<file path="src/rtl/i2s_tx_multichannel.sv">
// Multichannel I2S / left-justified / TDM serial audio transmitter with a
// one-frame holding buffer on a valid/ready handshake.
module i2s_tx_multichannel #(
  parameter int CHANNELS    = 2,
  parameter int SAMPLE_BITS = 16,
  parameter int SLOT_BITS   = 16,
  parameter int CLK_DIV     = 4
) (
  input  logic                            clk,
  input  logic                            reset_n,
  input  logic                            mode,
  input  logic [CHANNELS*SAMPLE_BITS-1:0] sample_in,
  input  logic                            sample_valid,
  output logic                            sample_ready,
  output logic                            i2s_bck,
  output logic                            i2s_lrck,
  output logic                            i2s_data,
  output logic                            frame_start,
  output logic                            underrun
);

  localparam int TOTAL   = CHANNELS * SLOT_BITS;
  localparam int FRAME_W = CHANNELS * SAMPLE_BITS;
  localparam int CNT_W   = $clog2(TOTAL);
  localparam int DIV_W   = (CLK_DIV > 1) ? $clog2(CLK_DIV) : 1;
  localparam logic [CNT_W-1:0] CNT_LAST = CNT_W'(TOTAL - 1);
  localparam logic [DIV_W-1:0] DIV_LAST = DIV_W'(CLK_DIV - 1);

  logic [DIV_W-1:0]   div_q, div_d;
  logic [CNT_W-1:0]   cnt_q, cnt_d;
  logic               bck_q, bck_d;
  logic               lrck_q, lrck_d;
  logic               data_q, data_d;
  logic               dly_q, dly_d;
  logic               fs_q, fs_d;
  logic               ur_q, ur_d;
  logic               ready_q, ready_d;
  logic               full_q, full_d;
  logic               mode_q, mode_d;
  logic [FRAME_W-1:0] hold_q, hold_d;
  logic [FRAME_W-1:0] frame_q, frame_d;

  logic                   fall;
  logic                   accept;
  logic                   lj_bit;
  logic [SAMPLE_BITS-1:0] samp;
  int                     slot;
  int                     pos;

  always_ff @(posedge clk) begin
    if (!reset_n) begin
      div_q   <= '0;
      cnt_q   <= CNT_LAST;
      bck_q   <= 1'b0;
      lrck_q  <= 1'b0;
      data_q  <= 1'b0;
      dly_q   <= 1'b0;
      fs_q    <= 1'b0;
      ur_q    <= 1'b0;
      ready_q <= 1'b0;
      full_q  <= 1'b0;
      mode_q  <= 1'b0;
      hold_q  <= '0;
      frame_q <= '0;
    end else begin
      div_q   <= div_d;
      cnt_q   <= cnt_d;
      bck_q   <= bck_d;
      lrck_q  <= lrck_d;
      data_q  <= data_d;
      dly_q   <= dly_d;
      fs_q    <= fs_d;
      ur_q    <= ur_d;
      ready_q <= ready_d;
      full_q  <= full_d;
      mode_q  <= mode_d;
      hold_q  <= hold_d;
      frame_q <= frame_d;
    end
  end

  always_comb begin
    div_d   = div_q;
    cnt_d   = cnt_q;
    bck_d   = bck_q;
    lrck_d  = lrck_q;
    data_d  = data_q;
    dly_d   = dly_q;
    fs_d    = 1'b0;
    ur_d    = 1'b0;
    full_d  = full_q;
    mode_d  = mode_q;
    hold_d  = hold_q;
    frame_d = frame_q;
    fall    = 1'b0;
    lj_bit  = 1'b0;
    samp    = '0;
    slot    = 0;
    pos     = 0;
    accept  = sample_valid && ready_q;

    if (accept) begin
      full_d = 1'b1;
      hold_d = sample_in;
    end

    if (div_q == DIV_LAST) begin
      div_d = '0;
      bck_d = !bck_q;
      fall  = bck_q;
    end else begin
      div_d = div_q + DIV_W'(1);
    end

    if (fall) begin
      cnt_d = (cnt_q == CNT_LAST) ? '0 : cnt_q + CNT_W'(1);
      if (cnt_q == CNT_LAST) begin
        fs_d   = 1'b1;
        mode_d = mode;
        // Decision uses pre-accept buffer state: a same-cycle accept is held for the next frame.
        if (full_q) begin
          frame_d = hold_q;
          full_d  = 1'b0;
        end else begin
          ur_d = 1'b1;
        end
      end
      slot = int'(cnt_d) / SLOT_BITS;
      pos  = int'(cnt_d) % SLOT_BITS;
      for (int c = 0; c < CHANNELS; c++)
        if (slot == c) samp = frame_d[c*SAMPLE_BITS +: SAMPLE_BITS];
      for (int b = 0; b < SAMPLE_BITS; b++)
        if (pos == b) lj_bit = samp[SAMPLE_BITS-1-b];
      dly_d  = lj_bit;
      data_d = mode_d ? lj_bit : dly_q;
      if (CHANNELS == 2) lrck_d = (slot == 1);
      else               lrck_d = (cnt_d == '0);
    end

    ready_d = !full_d;
  end

  assign sample_ready = ready_q;
  assign i2s_bck      = bck_q;
  assign i2s_lrck     = lrck_q;
  assign i2s_data     = data_q;
  assign frame_start  = fs_q;
  assign underrun     = ur_q;

endmodule

</file>
<file path="config.mk">
export PLATFORM = sky130hd
export DESIGN_NAME = i2s_tx_multichannel
export DESIGN_NICKNAME = d
export VERILOG_FILES = /design/src/rtl/i2s_tx_multichannel.sv
export SDC_FILE = /design/constraint.sdc
export NUM_CORES = 1
export LEC_CHECK = 0
export ABC_AREA = 0
export CELL_PAD_IN_SITES_DETAIL_PLACEMENT = 0
export CELL_PAD_IN_SITES_GLOBAL_PLACEMENT = 1
export CORE_MARGIN = 3
export CORE_UTILIZATION = 50
export CTS_CLUSTER_DIAMETER = 150
export DETAILED_ROUTE_END_ITERATION = 8
export DONT_BUFFER_PORTS = 1
export GPL_TIMING_DRIVEN = 1
export PLACE_DENSITY_LB_ADDON = 0.1
export SYNTH_ARGS = -nofsm -noshare
export SYNTH_HDL_FRONTEND = slang
export SYNTH_SLANG_ARGS = --single-unit
</file>
<file path="constraint.sdc">
create_clock -name clk -period 4.5 [get_ports clk]
set_clock_uncertainty 0.05 [all_clocks]
set_input_delay 1.35 -clock clk [delete_from_list [all_inputs] [get_ports clk]]
set_output_delay 1.35 -clock clk [all_outputs]
set_load 0.1 [all_outputs]
</file>
After elaboration in Yosys (flattened, before gate mapping)

Index checks and enable logic that the tools add are counted.

Muxes and demuxes: 31
Add/subtract/negate cells: 2
Bitwise operators: 1
Reduce and logical (&&, ||, !) cells: 8
Equality and inequality tests: 17

Operators with widths:

| cell                                                             | count |
|---|---|
| 32-bit logical NOT                                               | 2 |
| 32-bit two-way mux                                               | 2 |
| 4-bit == test (second input constant)                            | 8 |
| 16-bit two-way mux                                               | 2 |
| 1-bit two-way mux                                                | 26 |
| 4-bit by 3-bit == test with 1-bit output (second input constant) | 4 |
| 4-bit by 2-bit == test with 1-bit output (second input constant) | 2 |
| 5-bit by 1-bit adder with 5-bit output (second input constant)   | 1 |
| 5-bit == test (second input constant)                            | 1 |
| 5-bit two-way mux                                                | 1 |
| 4-bit by 1-bit == test with 1-bit output (second input constant) | 1 |
| 3-bit AND reduction                                              | 1 |
| 2-bit by 1-bit adder with 2-bit output (second input constant)   | 1 |
| 2-bit == test (second input constant)                            | 1 |
| 1-bit logical NOT                                                | 2 |
| 2-bit AND reduction                                              | 1 |
| 2-bit OR reduction                                               | 1 |
| 1-bit logical AND                                                | 1 |
| 1-bit inverter                                                   | 1 |

Output and inout port bits: 6
Flip-flop bits (word level): 80

Logic depth before layout (Yosys ltp)

Depth in word-level cells: 22
Gate-level depth with buffers: 12
Mapped depth without buffers: 10

Worst setup path before layout

Ideal clock, no wire load.

Path type: reg2reg
Start: reg cnt_q[0]
End: reg dly_q
Setup slack: 1,874 ps
Library setup time: 116 ps
Required time: 4,334 ps
Path buffers: 1
Clock period less this slack: 2,626 ps
Arrival time: 2,460 ps
Cell stages (with the launch flop): 12
Cell sequence: dfxtp_1 -> ha_1 -> and3_2 -> ha_1 -> buf_6 -> inv_8 -> mux4_2 -> and2_1 -> a211oi_1 -> nand4b_1 -> a21oi_2 -> a31o_1

Longest elaborated chain between the ends: 21

Ends and longest elaborated chain:

| item                                                                           | RTL line | RTL |
|---|---|---|
| start: declaration                                                             | 30       | `logic [CNT_W-1:0] cnt_q, cnt_d;` |
| start signal: assignment                                                       | 67       | `cnt_q <= cnt_d;` |
| 5-bit by 1-bit adder with 5-bit output / 5-bit == test (equally long branches) | 116, 117 |  |
| 5-bit two-way mux                                                              | 116      | `cnt_d = (cnt_q == CNT_LAST) ? '0 : cnt_q + CNT_W'(1);` |
| 32-bit logical NOT                                                             | 131      | `if (slot == c) samp = frame_d[c*SAMPLE_BITS +: SAMPLE_BITS];` |
| 16-bit two-way mux (2 in series)                                               | 131      |  |
| 1-bit two-way mux (15 in series)                                               | 133      | `if (pos == b) lj_bit = samp[SAMPLE_BITS-1-b];` |
| 1-bit two-way mux (*)                                                          | 133      |  |
| end signal: assignment                                                         | 71       | `dly_q <= dly_d;` |
| end: declaration                                                               | 34       | `logic dly_q, dly_d;` |

Mark *: on every way between the ends. The rest lies on a longest branch, timed or not.
A chain may end at the register's enable or synchronous reset.

Final worst setup path

Ends and elaborated chain as after synthesis.

==> run metrics <==
status=finished clean; Die Wd=89.5 µm; die area=8000 µm²; antenna cells=0; slowest stage delay, CP=0.55 ns; Reg2Reg Capture Point=dly_q; Root Driver=clkbuf_8; setup bufs post-CTS=0; grt ovf=0; Hold Path Sink=div_q[0]; Sw Share=24.1%; clk slew on worst S/H paths=0.08 ns; Post-synth EDFFs=0; DRT Wirelength=7.85 mm; Final Util=56.3%; Die Y-Extent=89.5 µm; register bit count reported by yosys=80; routed length per instance=16.2 µm; Buffers on Ports=0; fin crit period=3.12 ns; net load switching power=0.345 mW; most used cell, CP=ha_1; Worst R2R Path Depth=10; placed cell area=3450 µm²; fin area=3680 µm²; GRT Total Usage=20.7%; Cells after Synth=416; async set or reset register ratio after synthesis=0%; Logic pwr share=5.7%; Distinct cells, synth=55; hold_sp=div_q[0]; hold depth=1; Final ANT Viol Nets=0; Int Pwr=1.08 mW; DR iter-0 viols=137; Worst Tran Pin Value=1.21 ns; Slowest cell on crit path=ha_1; most common cell after layout, fill and taps aside=nand2_1; initial antenna violation count=0; most frequent cells in the layout=nand2_1, dfxtp_1, a21oi_1; Pleak=1.29 nW; peak supply drop=0.223 mV; largest fanout on the critical path=19; RSZ-0062 raised after global routing=false; cts repair resizes=0; fmax=321 MHz; final setup fails=0; Crit. Startpoint=cnt_q[0]; hold-fix buffers at CTS=0; vias=2672; Num Clock Sinks=80; share of cells above drive strength 1=10.3%; final std cells w/o fill=484; crit share post-route=69.2%; Initial DRT Pass Iterations=4; Hold Vio Cnt, Final=0; prevailing post-synth register cell=dfxtp_1; clock network power share=41.9%; GPL Wtd Cong=0.908; DRC errors left=0; Core ar.=6530 µm²; I/O pin count=42; Power Dens Cells=388 nW/µm²; critical path arrival=3.32 ns; first-pass GRT wire length=12.7 mm; Sequential Power Share=52.5%; worst hold path type=reg2reg; Tot Pwr=1.43 mW; cells along the critical path=ha_1 -> and3_2 -> ha_1 -> nand2_4 -> mux2_2 -> a2111oi_0 -> nor4b_1 -> nand4b_1 -> a21oi_2 -> a31o_1; Seq/Total Area, Yosys=46.0%; startpoint types=flop; Yosys Warn Count=0; Post-Syn Nets=456; clock buffer depth=2; Num CTS Buffers=9; Rel. slew slack=19.1%; Critical Path RT=4.70 ns; row count=29; Final nets=442; Max Slew Vio Count=0; H-tree lvl count=3; setup tns final=0 ns; CP Class=reg2reg; number of global-route vias before repair=2446; maxcap violations=0; CTS tree=built; synthesized area per cell=8.37 µm²; Post-DP HPWL=5.32 mm; cell count after placement=468; Initial Util=53.3%; routed vias/inst=5.52; Synth Cell Area=3480 µm²; Setup crit end kind=flop; Worst R2R Setup Slack=1.38 ns; pin count of the biggest net entering global routing=72; worst r2r src=cnt_q[0]; Layout area overhead=5.57%; Clk Latency, worst-skew pair=0.35 ns
==> per-layer routing <==
layer / up-vias / part of all wire [%] / GRT usage [%]
met2: 50 / 43 / 29.7
li1: 1387 / - / -
met1: 1223 / 52 / 30.4
met3: 12 / 3.5 / 4.15
met4: 0 / 1.6 / 8.25
met5: - / 0 / 0
==> power by group through the flow <==
stage	registers, mW	clock network (mW)	logic (mW)
2_1_floorplan	0.764	0	0.0699
3_3_place_gp	0.766	0	0.0802
3_5_place_dp	0.766	0	0.0818
4_1_cts	0.749	0.604	0.0819
5_1_grt	0.752	0.637	0.0903
6_report	0.749	0.598	0.0808
==> sequential cells by signal, summed over array words and instances (netlist names), 2 cells and up <==
| name | cells |
|---|---|
| cnt_q | 5 |
| hold_q | 32 |
| frame_q | 32 |
| div_q | 2 |
==> worst max-delay path: cells and delay by family (launching register included) <==
kind | cells | cell delay (ns)
flops | 1 | 0.45
simple gates | 4 | 0.72
mux | 1 | 0.35
compound gates | 3 | 0.63
fa+ha+maj | 2 | 0.81
==> synth_stat cells (3+ instances only) <==
cell	number	area share (%)
mux2_2	4	1.3
nand3_1	6	0.86
a2111oi_0	4	1.0
dfxtp_1	80	46
clkbuf_1	21	2.3
o211ai_1	3	0.65
nor2_1	12	1.3
nor3b_1	3	0.65
a21oi_1	68	9.8
mux4_1	3	2.3
ha_1	4	1.4
nand2_1	142	15
and2_1	5	0.90
o21ai_1	3	0.43
mux4_2	4	2.6
buf_6	3	0.97
o21ai_0	4	0.57
and3_1	4	0.72
==> layout make-up <==
cell class              count  area (µm²)
flip-flops and latches     80        1600
inverters                   2        15.0
clock inverters             6        90.1
well taps                  77        96.3
fillers                   640        2850
repair buffers              4        30.0
clock buffers              10         138
multi-input cells         305        1710
==> stage by stage <==
| step | hold WS, ns | setup slack (ns) |
|---|---|---|
| after floorplan | 0.354 | 1.87 |
| after global placement | 0.362 | 1.52 |
| after detailed placement | 0.374 | 1.40 |
| after CTS | 0.386 | 1.38 |
| after global routing | 0.412 | 0.991 |
| final | 0.382 | 1.38 |
==> how the worst max path moves through the flow <==
| stage | to | slack, ns | depth (start not counted) |
|---|---|---|---|
| 2_1_floorplan | dly_q | 1.87 | 11 |
| 3_3_place_gp | dly_q | 1.52 | 10 |
| 3_5_place_dp | dly_q | 1.40 | 10 |
| 4_1_cts | dly_q | 1.38 | 10 |
| 5_1_grt | i2s_data | 0.99 | 10 |
| 6_report | dly_q | 1.38 | 10 |
==> logic make-up (layout without fill, tap and decap cells) <==
kind of cell / count (synthesis) / count (layout) / share of synthesized area (%)
mux: 13 / 13 / 6.72
buf+inv: 31 / 22 / 5.10
simple gates: 186 / 186 / 23.1
flops: 80 / 80 / 46.0
fa+ha+maj: 4 / 4 / 1.44
compound gates: 99 / 99 / 16.7
xor+xnor: 3 / 3 / 0.970
Note: power is estimated with default switching activity, not from simulation.
